[config.mk]
export PLATFORM = sky130hd
export DESIGN_NAME = trps_bank_ctrl_flat
export DESIGN_NICKNAME = d
export VERILOG_FILES = /design/src/rtl/fht_pkg.sv /design/src/rtl/trps_bank_ctrl_if.sv /design/src/rtl/trps_bank_ctrl.sv /design/src/flat_wrapper.sv
export SDC_FILE = /design/constraint.sdc
export NUM_CORES = 1
export LEC_CHECK = 0
export BUFFER_PORTS_ARGS = -buffer_cell sky130_fd_sc_hd__buf_2
export CAP_MARGIN = 30
export CORE_ASPECT_RATIO = 0.75
export CORE_MARGIN = 4
export CORE_UTILIZATION = 35
export CTS_CLUSTER_DIAMETER = 80
export DETAILED_ROUTE_END_ITERATION = 8
export PLACE_DENSITY = 0.7
export SYNTH_ARGS = -nofsm -noshare
export SYNTH_HDL_FRONTEND = slang
export SYNTH_SLANG_ARGS = --single-unit
[constraint.sdc]
create_clock -name sclk -period 1.6 [get_ports sclk]
set_clock_uncertainty 0.1 [all_clocks]
set_input_delay 0.32 -clock sclk [delete_from_list [all_inputs] [get_ports sclk]]
set_output_delay 0.32 -clock sclk [all_outputs]
set_load 0.02 [all_outputs]
[src/rtl/fht_pkg.sv]
// Shared block geometry and RAM sizing for the transpose bank controller.
// trps_addr maps a row-major write order onto a column-major read order.
package fht_pkg;

  localparam int BLK_WORDS = 64;
  localparam int BLK_DIM   = 8;
  localparam int RAM_AW    = 7;
  localparam int RAM_DW    = 16;
  localparam int CNT_W     = $clog2(BLK_WORDS);
  localparam int DIM_W     = $clog2(BLK_DIM);

  // Swapping the row and column halves of the counter walks the block column-first.
  function automatic logic [RAM_AW-1:0] trps_addr(input logic bank, input logic [CNT_W-1:0] cnt);
    return {bank, cnt[DIM_W-1:0], cnt[CNT_W-1:DIM_W]};
  endfunction

endpackage

[src/rtl/trps_bank_ctrl_if.sv]
// Stream, DPSRAM and status signals of the transpose bank controller.
// Handshake: a word moves when valid and ready are both high on a rising edge; valid must not depend on ready.
interface trps_bank_ctrl_if #(parameter int N = 8);
  import fht_pkg::*;

  logic              inp_valid;
  logic [N-1:0]      inp_data;
  logic              inp_ready;

  logic [RAM_AW-1:0] wr_addr;
  logic              wr_en;
  logic [RAM_DW-1:0] wr_data;
  logic [RAM_AW-1:0] rd_addr;
  logic              rd_en;
  logic [RAM_DW-1:0] rd_data;

  logic              out_valid;
  logic [N-1:0]      out_data;
  logic              out_ready;
  logic              out_last;

  logic [1:0]        bank_full;
  logic              ovf;

  modport master (
    output inp_valid, inp_data, rd_data, out_ready,
    input  inp_ready, wr_addr, wr_en, wr_data, rd_addr, rd_en,
           out_valid, out_data, out_last, bank_full, ovf
  );

  modport slave (
    input  inp_valid, inp_data, rd_data, out_ready,
    output inp_ready, wr_addr, wr_en, wr_data, rd_addr, rd_en,
           out_valid, out_data, out_last, bank_full, ovf
  );

endinterface

[src/rtl/trps_bank_ctrl.sv]
// Ping-pong 8x8 block transposer: fills one DPSRAM bank row-major while the
// other is read back column-major; the RAM itself sits outside this block.
module trps_bank_ctrl
  import fht_pkg::*;
#(
  parameter int N = 8
) (
  input  logic           sclk,
  input  logic           rst,
  trps_bank_ctrl_if.slave bus
);

  localparam logic [CNT_W-1:0] CNT_LAST = CNT_W'(BLK_WORDS - 1);

  logic             r_wb;
  logic             r_rb;
  logic [CNT_W-1:0] r_wc;
  logic [CNT_W-1:0] r_rc;
  logic [1:0]       r_bank_full;
  logic             r_out_valid;
  logic             r_out_last;
  logic             r_ovf;

  logic              w_inp_ready;
  logic              w_accept;
  logic              w_issue;
  logic              w_wr_last;
  logic              w_rd_last;
  logic [1:0]        w_bank_full_nxt;
  logic [RAM_DW-1:0] w_wr_data;

  assign w_inp_ready = ~r_bank_full[r_wb];
  // Gating with rst keeps the write strobe quiet while the controller is held in reset.
  assign w_accept    = bus.inp_valid & w_inp_ready & ~rst;
  assign w_issue     = r_bank_full[r_rb] & (~r_out_valid | bus.out_ready);
  assign w_wr_last   = (r_wc == CNT_LAST);
  assign w_rd_last   = (r_rc == CNT_LAST);

  always_comb begin
    w_wr_data         = '0;
    w_wr_data[N-1:0]  = bus.inp_data;
  end

  // Fill and drain always target different banks, so both edits can land in one cycle.
  always_comb begin
    w_bank_full_nxt = r_bank_full;
    if (w_accept && w_wr_last) begin
      w_bank_full_nxt[r_wb] = 1'b1;
    end
    if (w_issue && w_rd_last) begin
      w_bank_full_nxt[r_rb] = 1'b0;
    end
  end

  always_ff @(posedge sclk or posedge rst) begin
    if (rst) begin
      r_wb        <= 1'b0;
      r_rb        <= 1'b0;
      r_wc        <= '0;
      r_rc        <= '0;
      r_bank_full <= 2'b00;
      r_out_valid <= 1'b0;
      r_out_last  <= 1'b0;
      r_ovf       <= 1'b0;
    end else begin
      r_bank_full <= w_bank_full_nxt;
      if (w_accept) begin
        r_wc <= r_wc + 1'b1;
        if (w_wr_last) begin
          r_wb <= ~r_wb;
        end
      end
      if (w_issue) begin
        r_rc       <= r_rc + 1'b1;
        r_out_last <= w_rd_last;
        if (w_rd_last) begin
          r_rb <= ~r_rb;
        end
      end
      // RAM data arrives one cycle after the issue, matching this valid flag.
      if (w_issue) begin
        r_out_valid <= 1'b1;
      end else if (bus.out_ready) begin
        r_out_valid <= 1'b0;
      end
      if (bus.inp_valid && !w_inp_ready) begin
        r_ovf <= 1'b1;
      end
    end
  end

  assign bus.inp_ready = w_inp_ready;
  assign bus.wr_en     = w_accept;
  assign bus.wr_addr   = {r_wb, r_wc};
  assign bus.wr_data   = w_wr_data;
  assign bus.rd_en     = w_issue;
  assign bus.rd_addr   = trps_addr(r_rb, r_rc);
  // The RAM holds its output while rd_en is low, so a stalled word stays put.
  assign bus.out_data  = bus.rd_data[N-1:0];
  assign bus.out_valid = r_out_valid;
  assign bus.out_last  = r_out_last;
  assign bus.bank_full = r_bank_full;
  assign bus.ovf       = r_ovf;

endmodule
[src/flat_wrapper.sv]
// flat-port wrapper written by rule: the top's interface ports become plain ports
module trps_bank_ctrl_flat import fht_pkg::*;
#(
  parameter int N = 8
)
  (sclk, rst, bus_inp_valid, bus_inp_data, bus_rd_data, bus_out_ready, bus_inp_ready, bus_wr_addr, bus_wr_en, bus_wr_data, bus_rd_addr, bus_rd_en, bus_out_valid, bus_out_data, bus_out_last, bus_bank_full, bus_ovf);
  trps_bank_ctrl_if #(.N(N)) bus_i ();
  input  logic sclk;
  input  logic rst;
  input wire logic [$bits(bus_i.inp_valid)-1:0] bus_inp_valid;
  input wire logic [$bits(bus_i.inp_data)-1:0] bus_inp_data;
  input wire logic [$bits(bus_i.rd_data)-1:0] bus_rd_data;
  input wire logic [$bits(bus_i.out_ready)-1:0] bus_out_ready;
  output wire logic [$bits(bus_i.inp_ready)-1:0] bus_inp_ready;
  output wire logic [$bits(bus_i.wr_addr)-1:0] bus_wr_addr;
  output wire logic [$bits(bus_i.wr_en)-1:0] bus_wr_en;
  output wire logic [$bits(bus_i.wr_data)-1:0] bus_wr_data;
  output wire logic [$bits(bus_i.rd_addr)-1:0] bus_rd_addr;
  output wire logic [$bits(bus_i.rd_en)-1:0] bus_rd_en;
  output wire logic [$bits(bus_i.out_valid)-1:0] bus_out_valid;
  output wire logic [$bits(bus_i.out_data)-1:0] bus_out_data;
  output wire logic [$bits(bus_i.out_last)-1:0] bus_out_last;
  output wire logic [$bits(bus_i.bank_full)-1:0] bus_bank_full;
  output wire logic [$bits(bus_i.ovf)-1:0] bus_ovf;
  assign bus_i.inp_valid = bus_inp_valid;
  assign bus_i.inp_data = bus_inp_data;
  assign bus_i.rd_data = bus_rd_data;
  assign bus_i.out_ready = bus_out_ready;
  assign bus_inp_ready = bus_i.inp_ready;
  assign bus_wr_addr = bus_i.wr_addr;
  assign bus_wr_en = bus_i.wr_en;
  assign bus_wr_data = bus_i.wr_data;
  assign bus_rd_addr = bus_i.rd_addr;
  assign bus_rd_en = bus_i.rd_en;
  assign bus_out_valid = bus_i.out_valid;
  assign bus_out_data = bus_i.out_data;
  assign bus_out_last = bus_i.out_last;
  assign bus_bank_full = bus_i.bank_full;
  assign bus_ovf = bus_i.ovf;
  trps_bank_ctrl #(.N(N)) u_core (.sclk(sclk), .rst(rst), .bus(bus_i));
endmodule
==> results.py <==
metrics = {
    "pwr": {
        "ir_drop_mv": 0.438,
        "p_int_mw": 0.869,
        "combPwrFrac_pct": 27.4,
        "power_density_mw_per_mm2": 1110,
        "seqPwrFrac_pct": 48.1,
        "p_leak_nw": 0.604,
        "netSwitchingFraction_pct": 33.7,
        "p_switching_mw": 0.441,
        "clkPwrFrac_pct": 24.6,
    },
    "critical_path": {
        "path_cells": "mux2i_4, and3_4, buf_6",
        "cp_slowest_cell": "dfrtp_1",
        "worst-path-buf-inv": 1,
        "cpPeakStageDelay_ns": 0.41,
        "cp.arrival_ns": 1.26,
        "path_max_fanout": 2,
        "startpoint": "u_core.r_wb",
        "crit_path_end_kind": "output port",
        "critical-path-top-delay-family": "flip-flops",
        "critical_path_class": "flop to output port",
        "crit_required_ns": 1.18,
        "rr_startpoint": "u_core.r_wb",
        "critPathLaunchType": "flop",
    },
    "synthesis": {
        "ys.flop_type": "dfrtp_1",
        "synthTopCellsByCount": "buf_4, dfrtp_1, xnor2_1, inv_1, nand2_1",
        "synth_edf_count": 0,
        "syn-cell-area_mm2": 0.00105,
        "synthTopCellsByArea": "dfrtp_1, buf_4, xnor2_1, xor2_1, inv_1",
        "syn_inst": 97,
        "synth_top_area_cell": "dfrtp_1",
        "yosys_warnings": 0,
        "ys_async_sr_fraction_pct": 100,
        "yosysMostFrequentCell": "buf_4",
        "syn_area_per_cell_um2": 10.8,
        "yosysTopAreaCellShare_pct": 45.3,
        "yosysSeqAreaShare_pct": 45.3,
        "synth_cell_types": 26,
        "ys_seq_elements": 19,
    },
    "final_layout": {
        "drive_above_1_share_pct": 38.9,
        "final_util_pct": 42.9,
        "area_growth_syn_to_layout_pct": 12.2,
        "filler_cell_count": 273,
        "diodes": 0,
        "fin_nets": 144,
        "seq_area_um2": 475,
        "multi_input_area_um2": 385,
        "finalInstanceArea_mm2": 0.00118,
    },
    "grt": {
        "track_usage_pct": 9.80,
        "grt_pass1_wl_um": 3060,
        "grt_pass1_vias": 669,
        "antenna_found_initial": 0,
        "grt_remaining_overflow": 0,
        "grt_max_degree": 20,
    },
    "timing": {
        "slew_viol_final": 0,
        "final_hold_viol_count": 0,
        "fmax_mhz": 596,
        "rsz0062_at_grt": "yes",
        "min_period_over_period_pct": 105,
        "setup_ws_ns": -0.0771,
        "period_needed_ns": 1.68,
        "setup_viol": 2,
    },
    "die": {
        "die_area_mm2": 0.00395,
        "die_h_um": 55.4,
        "initial_core_util_pct": 38.3,
        "num_rows": 16,
        "coreArea_mm2": 0.00274,
        "die-width_um": 71.2,
        "top_level_ports": 74,
    },
    "detailed_routing": {
        "met2_length_um": 855,
        "vias_per_cell": 4.50,
        "drc_errors": 0,
        "vias": 671,
        "ant_nets": 0,
        "firstDrtPassIters": 4,
        "wl_um": 1920,
        "maxUsedRoutingLayer": "met4",
        "wl_per_cell_um": 12.9,
        "drtIter0Drc": 22,
        "dr_wl_met3_um": 149,
        "met1_length_um": 870,
    },
    "outcome": {
        "violations": "negative setup slack",
        "status": "finished with violations",
    },
    "hold_path": {
        "hold_class": "input port to asynchronous set/reset pin",
    },
    "place": {
        "place_congestion": 0.712,
        "port_buffers": 25,
        "dp_hpwl_um": 1400,
        "placed_area_mm2": 0.00107,
    },
    "clock_network": {
        "worstSkewPairLatency_ns": 0.25,
        "path_clk_slew_ns": 0.07,
        "cts.path.max_buffers": 2,
        "root_buffer": "clkbuf_8",
        "cts_made_buffers": 3,
        "clock-sinks": 19,
        "cts_tree": "built",
        "htreeDepth": 1,
    },
    "run": {
        "max_cap_viol_count": 0,
    },
}
## layout by cell type (no fill, tap or decap), drive strengths merged
cell type / Yosys / routed
conb: 1 / 8
ha: 2 / 2
clkbuf: 0 / 4
a21o: 1 / 1
o21bai: 1 / 1
nor3: 1 / 1
o21ai: 1 / 1
inv: 7 / 6
clkinvlp: 0 / 1
nand4: 4 / 4
xnor2: 8 / 8
dfrtp: 19 / 19
xor2: 4 / 4
nor2: 1 / 1
mux2i: 2 / 2
and3: 3 / 3
and4: 2 / 2
buf: 27 / 32
and3b: 1 / 1
nand2: 5 / 5
a21oi: 5 / 5
mux2: 2 / 2
## worst min-delay path, cell delays in order
cell,delay [ns]
buf_2,0.12
clkinvlp_4,0.06
buf_4,0.25
## power groups by stage
stage               Clock, mW  Sequential (mW)  Combinational, mW
floorplan                   0            0.714              0.220
global placement            0            0.630              0.337
detailed placement          0            0.640              0.351
CTS                     0.340            0.631              0.358
global route            0.364            0.643              0.385
finish                  0.322            0.630              0.358
## through the flow
| step | setup TNS (ns) | instances | hold slack (ns) | total power [mW] | setup WS, ns |
|---|---|---|---|---|---|
| after detailed placement | 0 | 141 | 0.294 | 0.991 | 0.0379 |
| final | -0.120 | 149 | 0.0210 | 1.31 | -0.0771 |
| after CTS | -0.155 | 148 | 0.0220 | 1.33 | -0.0925 |
| after floorplan | -0.0365 | 104 | 0.0690 | 0.934 | -0.0365 |
| after global placement | 0 | 141 | 0.287 | 0.968 | 0.0661 |
| after global routing | -0.318 | 149 | 0.0335 | 1.39 | -0.130 |
## cells by family (layout without fill, tap and decap cells)
| logic type | after synthesis | count (layout) | synth area share [%] |
|---|---|---|---|
| xor+xnor | 12 | 12 | 10.0 |
| fa+ha+maj | 2 | 2 | 2.38 |
| simple gates | 17 | 17 | 9.65 |
| compound gates | 8 | 8 | 5.36 |
| other cells | 1 | 8 | 0.357 |
| flops | 19 | 19 | 45.3 |
| buf+inv | 34 | 43 | 22.2 |
| mux | 4 | 4 | 4.77 |
## layer usage
layer | global-route usage, % | vias to the layer above
met5 | 0 | -
met4 | 5.90 | 0
met3 | 3.62 | 10
met2 | 14.3 | 28
met1 | 12.2 | 318
li1 | - | 315
## state kept, by name (all words and copies together) (netlist names)
signal                count
u_core.r_rb               1
u_core.bus.bank_full      2
u_core.bus.out_valid      1
u_core.r_wb               1
u_core.bus.ovf            1
u_core.r_rc               6
u_core.bus.out_last       1
u_core.r_wc               6
## final cells by class
type / instances / area share [%]
Clock buffer: 4 / 3.83
Inverter: 7 / 2.55
Multi-Input combinational cell: 51 / 32.7
Sequential cell: 19 / 40.4
Tap cell: 36 / 3.83
Timing Repair Buffer: 32 / 16.7
## worst paths after layout
kind                                   endpoint  slack (ns)  cells after the start
setup / recovery                      bus_wr_en       -0.08                      3
min in group sclk          u_core.bus.out_valid        0.16                      2
setup reg to reg                 u_core.r_wc[1]           0                      5
hold / removal                   u_core.r_wc[3]        0.02                      3
hold reg to reg                  u_core.bus.ovf        0.37                      1
max in group asynchronous        u_core.r_rc[3]        1.18                      3
## repair_timing
| item | CTS | global route |
|---|---|---|
| setup buffers | 3 | 1 |
| setup endpoints to repair | 3 | 3 |
| resized for setup | 8 | 1 |
| hold buffers | 0 | 0 |
| pin swaps | 1 | 1 |
No activity file was read; power rests on OpenSTA's default activity.
